File: src/rtl/seg7_scan_driver.sv
// Multiplexed 8-digit seven-segment scan driver with frame shadow registers and anti-ghosting dead time.
// Optional leading-zero suppression is compiled in with `define SEG7_LEADING_ZERO_BLANK_EN.
module seg7_scan_driver #(
    parameter int unsigned DEAD_CYC = 16
) (
    input  logic        CLK,
    input  logic        RST,
    input  logic        CE,
    input  logic [31:0] HEX_IN,
    input  logic [7:0]  BLANK,
    input  logic [7:0]  DP_IN,
    output logic [7:0]  DIG_N,
    output logic [6:0]  SEG_N,
    output logic        DP_N,
    output logic        FRAME_STB
);

    localparam logic [7:0] DEAD_INIT = 8'(DEAD_CYC);

    function automatic logic [6:0] decode(input logic [3:0] nib);
        logic [6:0] seg;
        case (nib)
            4'h0: seg = 7'h40;
            4'h1: seg = 7'h79;
            4'h2: seg = 7'h24;
            4'h3: seg = 7'h30;
            4'h4: seg = 7'h19;
            4'h5: seg = 7'h12;
            4'h6: seg = 7'h02;
            4'h7: seg = 7'h78;
            4'h8: seg = 7'h00;
            4'h9: seg = 7'h10;
            4'hA: seg = 7'h08;
            4'hB: seg = 7'h03;
            4'hC: seg = 7'h46;
            4'hD: seg = 7'h21;
            4'hE: seg = 7'h06;
            default: seg = 7'h0E;
        endcase
        return seg;
    endfunction

    logic [2:0]  idx;
    logic [2:0]  idx_next;
    logic [7:0]  dead_cnt;
    logic [31:0] hex_sh;
    logic [7:0]  blank_sh;
    logic [7:0]  dp_sh;
    logic        load;
    logic [31:0] hex_eff;
    logic [7:0]  blank_eff;
    logic [7:0]  dp_eff;
    logic [7:0]  blank_cur;
    logic [3:0]  nib_new;
    logic        blank_new;
    logic        dp_new;

    // The digit being entered on a loading CE must already see the new frame.
    assign load      = CE && (idx == 3'd7);
    assign idx_next  = idx + 3'd1;
    assign hex_eff   = load ? HEX_IN : hex_sh;
    assign blank_eff = load ? BLANK  : blank_sh;
    assign dp_eff    = load ? DP_IN  : dp_sh;

`ifdef SEG7_LEADING_ZERO_BLANK_EN
    logic [7:0] zmask_in;
    logic [7:0] zmask_sh;
    logic       zero_run;

    always_comb begin
        zmask_in = 8'h00;
        zero_run = 1'b1;
        for (int i = 7; i >= 1; i--) begin
            if (HEX_IN[4*i +: 4] != 4'h0) zero_run = 1'b0;
            zmask_in[i] = zero_run;
        end
    end

    always_ff @(posedge CLK) begin
        if (RST)       zmask_sh <= 8'h00;
        else if (load) zmask_sh <= zmask_in;
    end

    assign blank_cur = blank_eff | (load ? zmask_in : zmask_sh);
`else
    assign blank_cur = blank_eff;
`endif

    assign nib_new   = hex_eff[{idx_next, 2'b00} +: 4];
    assign blank_new = blank_cur[idx_next];
    assign dp_new    = dp_eff[idx_next];

    always_ff @(posedge CLK) begin
        if (RST) begin
            idx       <= 3'd7;
            dead_cnt  <= 8'd0;
            hex_sh    <= 32'h0;
            blank_sh  <= 8'hFF;
            dp_sh     <= 8'h00;
            DIG_N     <= 8'hFF;
            SEG_N     <= 7'h7F;
            DP_N      <= 1'b1;
            FRAME_STB <= 1'b0;
        end else begin
            FRAME_STB <= load;
            if (load) begin
                hex_sh   <= HEX_IN;
                blank_sh <= BLANK;
                dp_sh    <= DP_IN;
            end
            if (CE) begin
                idx   <= idx_next;
                SEG_N <= blank_new ? 7'h7F : decode(nib_new);
                DP_N  <= blank_new ? 1'b1 : ~dp_new;
                if (DEAD_INIT == 8'd0) begin
                    DIG_N    <= ~(8'd1 << idx_next);
                    dead_cnt <= 8'd0;
                end else begin
                    DIG_N    <= 8'hFF;
                    dead_cnt <= DEAD_INIT;
                end
            end else if (dead_cnt == 8'd1) begin
                // Only the 1->0 transition enables, so an idle zero count after reset stays dark.
                dead_cnt <= 8'd0;
                DIG_N    <= ~(8'd1 << idx);
            end else if (dead_cnt != 8'd0) begin
                dead_cnt <= dead_cnt - 8'd1;
            end
        end
    end

endmodule

File: config.mk
export PLATFORM = sky130hd
export DESIGN_NAME = seg7_scan_driver
export DESIGN_NICKNAME = d
export VERILOG_FILES = /design/src/rtl/seg7_scan_driver.sv
export SDC_FILE = /design/constraint.sdc
export NUM_CORES = 1
export LEC_CHECK = 0
export ABC_CLOCK_PERIOD_IN_PS = 6500
export CAP_MARGIN = 20
export CELL_PAD_IN_SITES_DETAIL_PLACEMENT = 1
export CELL_PAD_IN_SITES_GLOBAL_PLACEMENT = 2
export CORE_ASPECT_RATIO = 1.5
export CORE_MARGIN = 2
export CORE_UTILIZATION = 30
export DETAILED_ROUTE_END_ITERATION = 12
export GPL_ROUTABILITY_DRIVEN = 0
export PLACE_DENSITY_LB_ADDON = 0.1
export SETUP_SLACK_MARGIN = 0.1
export SLEW_MARGIN = 20
export SYNTH_ARGS = -nofsm -noshare
export SYNTH_HDL_FRONTEND = slang
export SYNTH_SLANG_ARGS = --single-unit
File: constraint.sdc
create_clock -name CLK -period 6.5 [get_ports CLK]
set_clock_uncertainty 0.1 [all_clocks]
set_input_delay 1.3 -clock CLK [delete_from_list [all_inputs] [get_ports CLK]]
set_output_delay 1.3 -clock CLK [all_outputs]
set_load 0.03 [all_outputs]
# After elaboration in Yosys (flattened, before gate mapping)
# Memories as Yosys holds them, arrays and structs flattened.
# Cells that the tools add are included.
[op_classes]
n_mul = 0
bitwise_logic = 2
div = 0
eq_ne = 2
n_addsub = 2
n_reduce_logical = 5
n_lt_le_gt_ge = 1
n_shift = 2
muxes = 12
[ops]
columns = ["op", "count"]
rows = [
  ["$mux W32", 1],
  ["$shiftx A32 B6 Y4", 1],
  ["$mux W8", 2],
  ["$mux W5", 3],
  ["$eq A8 B1 Y1 const B", 1],
  ["$not A8 Y8", 1],
  ["$reduce_bool A8 Y1", 1],
  ["$shl A1 B3 Y8 const A", 1],
  ["$sub A8 B1 Y8 const B", 1],
  ["$mux W7", 1],
  ["$bmux W1 S3", 2],
  ["$lt A3 B4 Y1 const B", 1],
  ["$add A3 B1 Y3 const B", 1],
  ["$eq A3 B3 Y1 const B", 1],
  ["$mux W1", 3],
  ["$reduce_bool A3 Y1", 1],
  ["$reduce_or A3 Y1", 1],
  ["$reduce_or A2 Y1", 1],
  ["$logic_and A1 B1 Y1", 1],
  ["$not A1 Y1", 1],
]
[word_totals]
n_memories = 1
latch_bits = 0
mem_bits_rw = 0
reg_bits = 76
wordCells = 37
mem_bits_ro = 112
[memory_table]
columns = ["name", "depth", "word_bits", "read_ports", "rd_clocked_by_memory_dff", "wr", "line_no", "text"]
rows = [
  ["(name not given)", 16, 7, 1, 0, 0, "22", "case (nib)"],
]

# Longest topological paths before layout
[depth]
depth_word = 7
mapped_depth = 13
mapped_depth_nobuf = 12

# Worst setup path after synthesis
# No wires, ideal clock.
[synth_path]
path_type = "in2reg"
from = "input port CE"
to = "register SEG_N[0]"
slack_ns = 2.966
path_buffers = 1
arrival_ns = 3.317
setup_time_ns = 0.118
stages = 9
cell_sequence = "nand2_4 -> buf_12 -> mux4_2 -> a22oi_1 -> nand3_1 -> ha_1 -> or3b_1 -> o221a_2 -> o22a_1"
[synth_between]
elab_chain_len = 5
word_cells_on_any_way = 8
cone_classes = "shift: 1; mux: 5; reduce/logical: 1; memory: 1"
[synth_lines]
columns = ["element", "line_no", "text"]
rows = [
  ["start: declaration", "8", "input logic CE,"],
  ["$logic_and A1 B1 Y1", "59", "assign load = CE && (idx == 3'd7);"],
  ["$mux W32 or $mux W8 (tied branches)", "-", ""],
  ["$shiftx A32 B6 Y4 or $bmux W1 S3 (tied branches)", "89, 90", ""],
  ["$mem_v2 Z16 W7 or $mux W1 (tied branches)", "-", ""],
  ["$mux W7", "113", "SEG_N <= blank_new ? 7'h7F : decode(nib_new);"],
  ["end signal: assignment", "113", ""],
  ["end: declaration", "13", "output logic [6:0] SEG_N,"],
]
# Parallel ways exist; a longest one is shown, timed or not. The select of a mux whose other input is x is not followed.
# A chain may end at the register's enable or synchronous reset.

# Worst setup path after layout
# Same ends and word-level chain as after synthesis.

==> impl_results.md <==
- Run status: completed
- Finished layout cell area: about 4700 um^2
- Worst-Skew Late Latency: between 300 and 400 ps
- DP HPWL: about 7100 um
- Top FF cell, synth: sky130_fd_sc_hd__dfxtp_1
- Total nets after synthesis: roughly 450
- Cell chosen for the clock root: sky130_fd_sc_hd__clkbuf_16
- Number of top-level pins: 68
- Commonest cells after routing, fill and taps aside: sky130_fd_sc_hd__dfxtp_1 (76), sky130_fd_sc_hd__nand2_1 (73), sky130_fd_sc_hd__clkdlybuf4s50_1 (67)
- Cell area after synthesis: around 3600 um^2
- Final Max Slew Viols: 0
- Total Routed Length: ~9600 um
- Gr usage total: between 10% and 20%
- Net Sw Power: roughly 0.00052 W
- Number of sinks handled by clock tree synthesis: 76
- Buffer depth of the longest clock path: 2
- Initial antenna violation count: 0
- Number of antenna-violating nets in the routed design: 0
- Detailed router's first-iteration violation count: 75
- Pin count of the biggest net entering global routing: 54
- Worst Setup Start Kind: input pin
- Worst EP arrival: roughly 4700 ps
- Final worst-path setup slack: 1900 ps
- Number of antenna repair diodes: 0
- CTS tree: built
- Multi-input gate area in the final layout: slightly below 2000 um^2
- Fin crit period: between 4000 and 5000 ps
- Lkg Pwr: roughly 1.9 nW
- RSZ-0062 raised after global routing: no
- Cell Int Power: 0.00112 W
- Logic depth of the worst register-to-register path: 10
- Via count: roughly 3000
- Sequential fraction of design power: 33.9%
- Startpoint of the lowest-slack hold path: hex_sh[11]$_SDFF_PP0_
- Final net count: a little over 500
- Logic pwr share: 31.8%
- Setup violators final: 0
- Dpl ws: between 1000 and 1500 ps
- Average cell area after synthesis: 9.24 um^2
- Post-placement cell area: 4370 um^2
- Data required time at the worst endpoint: about 6600 ps
- Vias/cell: 4.90
- Total CTS buffers: 9
- Starting Density: 30.4%
- Total overflow reported by the global router: 0
- Post-synth cell types: 45
- Fraction of power spent switching nets: between 30% and 40%
- Number of H-tree levels: 3
- Ratio of cells with drive above 1 in the final layout: 8.41%
- Start-to-end type of the worst setup path: in -> reg
- Number of warnings issued by yosys: 0
- R2r startpoint: idx[0]$_SDFFE_PP1P_
- PostCTS Resize Cnt: 0
- Horizontal extent of the die: around 93 um
- Top fanout value on the critical path: 53
- Floorplan core area: 11800 um^2
- Final hold violation count: 0
- Number of global-route vias before repair: approximately 3200
- Hold crit path type: reg -> reg
- Register clock-pin slew on the reported worst setup and hold paths: ~60 ps
- First-pass GRT wire length: around 16000 um
- Wire per inst: 15.8 um
- Sequential cell area fraction in the yosys report: a little over two fifths
- Upper clock frequency limit: 217 MHz
- Number of buffers inserted for hold repair after clock tree synthesis: 0
- Number of synthesized register bits: 76
- Port Buffer Count: 67
- Number of detailed-routing iterations run before antenna repair: 4
- Final Cycle Share: between 70 and 80%
- Setup repair bufs after CTS: 0
- Sequential cell area: between 1500 and 2000 um^2
- Proportion of power drawn by the clock network: 34.3%
- Cell Rows: roughly 50
- Power density over the cells: around 350 nW/um^2
- Number of violations of the max-capacitance limit: 0
- Capture point of the worst reg-to-reg path: SEG_N[0]$_SDFFE_PP1P_
- Transition at the pin with the smallest max-transition slack: 768 ps
- R2r setup slk: 2710 ps
- Number of DRC violations after detailed routing: 0
- Cells after Synth: ~390
- Most frequent standard cell in the layout excluding fill and tap cells: sky130_fd_sc_hd__dfxtp_1
- Fin Setup TNS: 0 ps
- EDFF count, synth: 0
- Die Footprint: ~13000 um^2
- Area added between synthesis and finish: 31.0%
- Hold Path Stages: 2
- Hold Crit Endpoint: hex_sh[11]$_SDFF_PP0_
- Layout filler cell count: 1352
- Worst Setup End Kind: flip-flop
- Synth async-reset ratio: 0%
- Worst slew margin: 48.7%
- Maximum vdd ir drop: about 0.00016 V
- Height of the die: 138 um
[area by class of cell]
class,instances,share of cell area [%]
clock buffers,12,5.66
flip-flops and latches,76,32.3
inverters,11,0.876
clock inverters,4,1.49
well taps,153,4.06
repair buffers,70,14.7
multi-input cells,279,40.9
[worst max path at each step]
| stage | start | endpoint | slack [ps] | cells after the start |
|---|---|---|---|---|
| 3_3_place_gp | CE | SEG_N[6]$_SDFFE_PP1P_ | 1360 | 8 |
| 6_report | CE | SEG_N[0]$_SDFFE_PP1P_ | 1900 | 9 |
| 2_1_floorplan | CE | SEG_N[0]$_SDFFE_PP1P_ | 2970 | 9 |
| 4_1_cts | CE | SEG_N[6]$_SDFFE_PP1P_ | 1680 | 8 |
| 5_1_grt | CE | SEG_N[0]$_SDFFE_PP1P_ | 1600 | 9 |
| 3_5_place_dp | CE | SEG_N[6]$_SDFFE_PP1P_ | 1310 | 8 |
[state kept, by name, summed over array words and instances, names as in the netlist]
name / cells
DP_N: 1
blank_sh: 8
SEG_N: 7
dp_sh: 8
hex_sh: 32
idx: 3
FRAME_STB: 1
dead_cnt: 8
DIG_N: 8
[stage by stage]
stage	utilization, %	cells	hold slack (ps)	total power [W]
finish	39.8	605	355	0.00164
global placement	36.9	589	335	0.00109
floorplan	-	389	329	0.000946
detailed placement	36.9	589	349	0.00110
global route	39.8	605	372	0.00175
CTS	39.7	605	357	0.00167
[cells in the mapped netlist, types with 2 or more instances]
master / number / area share [%]
sky130_fd_sc_hd__a22o_1: 2 / 0.49
sky130_fd_sc_hd__nand2b_1: 2 / 0.35
sky130_fd_sc_hd__mux4_2: 12 / 7.5
sky130_fd_sc_hd__buf_2: 6 / 0.84
sky130_fd_sc_hd__clkbuf_1: 14 / 1.5
sky130_fd_sc_hd__a21oi_1: 26 / 3.6
sky130_fd_sc_hd__nor2_1: 38 / 4.0
sky130_fd_sc_hd__inv_1: 11 / 1.1
sky130_fd_sc_hd__ha_1: 14 / 4.9
sky130_fd_sc_hd__o22ai_1: 3 / 0.52
sky130_fd_sc_hd__o21ai_0: 8 / 1.1
sky130_fd_sc_hd__mux2i_1: 29 / 8.1
sky130_fd_sc_hd__o211ai_1: 3 / 0.63
sky130_fd_sc_hd__or2_2: 2 / 0.35
sky130_fd_sc_hd__a32o_1: 2 / 0.56
sky130_fd_sc_hd__a22oi_1: 4 / 0.84
sky130_fd_sc_hd__and3_1: 7 / 1.2
sky130_fd_sc_hd__nor4_1: 2 / 0.35
sky130_fd_sc_hd__a311o_1: 2 / 0.56
sky130_fd_sc_hd__xor2_1: 2 / 0.49
sky130_fd_sc_hd__nand2_1: 73 / 7.6
sky130_fd_sc_hd__nor3_1: 3 / 0.42
sky130_fd_sc_hd__nor2b_1: 4 / 0.70
sky130_fd_sc_hd__a211oi_1: 3 / 0.63
sky130_fd_sc_hd__xnor2_1: 5 / 1.2
sky130_fd_sc_hd__dfxtp_1: 76 / 42
sky130_fd_sc_hd__o32a_1: 4 / 1.1
sky130_fd_sc_hd__nand3_1: 12 / 1.7
sky130_fd_sc_hd__o22a_1: 4 / 0.97
[logic make-up (layout without fill, tap and decap cells)]
| family | Yosys count | count (layout) | synth area share (%) |
|---|---|---|---|
| AOI/OAI and AO/OA | 64 | 64 | 11.8 |
| xor gates and xnor gates | 7 | 7 | 1.70 |
| adders and majority gates | 14 | 14 | 4.87 |
| buffers and inverters | 34 | 97 | 4.31 |
| DFF | 76 | 76 | 42.3 |
| muxes | 42 | 42 | 15.9 |
| and+or+nand+nor | 152 | 152 | 19.1 |
[power groups by stage]
stage | logic (W) | clock network (W) | registers, W
3_5_place_dp | 0.000530 | 0 | 0.000568
4_1_cts | 0.000531 | 0.000578 | 0.000557
5_1_grt | 0.000582 | 0.000601 | 0.000563
6_report | 0.000522 | 0.000562 | 0.000555
3_3_place_gp | 0.000524 | 0 | 0.000565
2_1_floorplan | 0.000373 | 0 | 0.000574
[worst max-delay path: stages]
cell and delay (ps):
sky130_fd_sc_hd__clkdlybuf4s50_1 670, sky130_fd_sc_hd__nand2_4 700, sky130_fd_sc_hd__mux4_2 580, sky130_fd_sc_hd__a22oi_1 190
sky130_fd_sc_hd__nand3_1 250, sky130_fd_sc_hd__ha_1 340, sky130_fd_sc_hd__or3b_1 380, sky130_fd_sc_hd__o221a_2 130
sky130_fd_sc_hd__o22a_1 160
[metal layers]
metal / wire [um] / part of all wire [%] / global-route usage (%)
met1: 4090 / 43 / 17.8
met5: 0 / 0 / 0
met3: 267 / 2.8 / 2.89
met2: 5040 / 53 / 28.1
met4: 168 / 1.8 / 6.04
No activity file was read; power rests on OpenSTA's default activity.
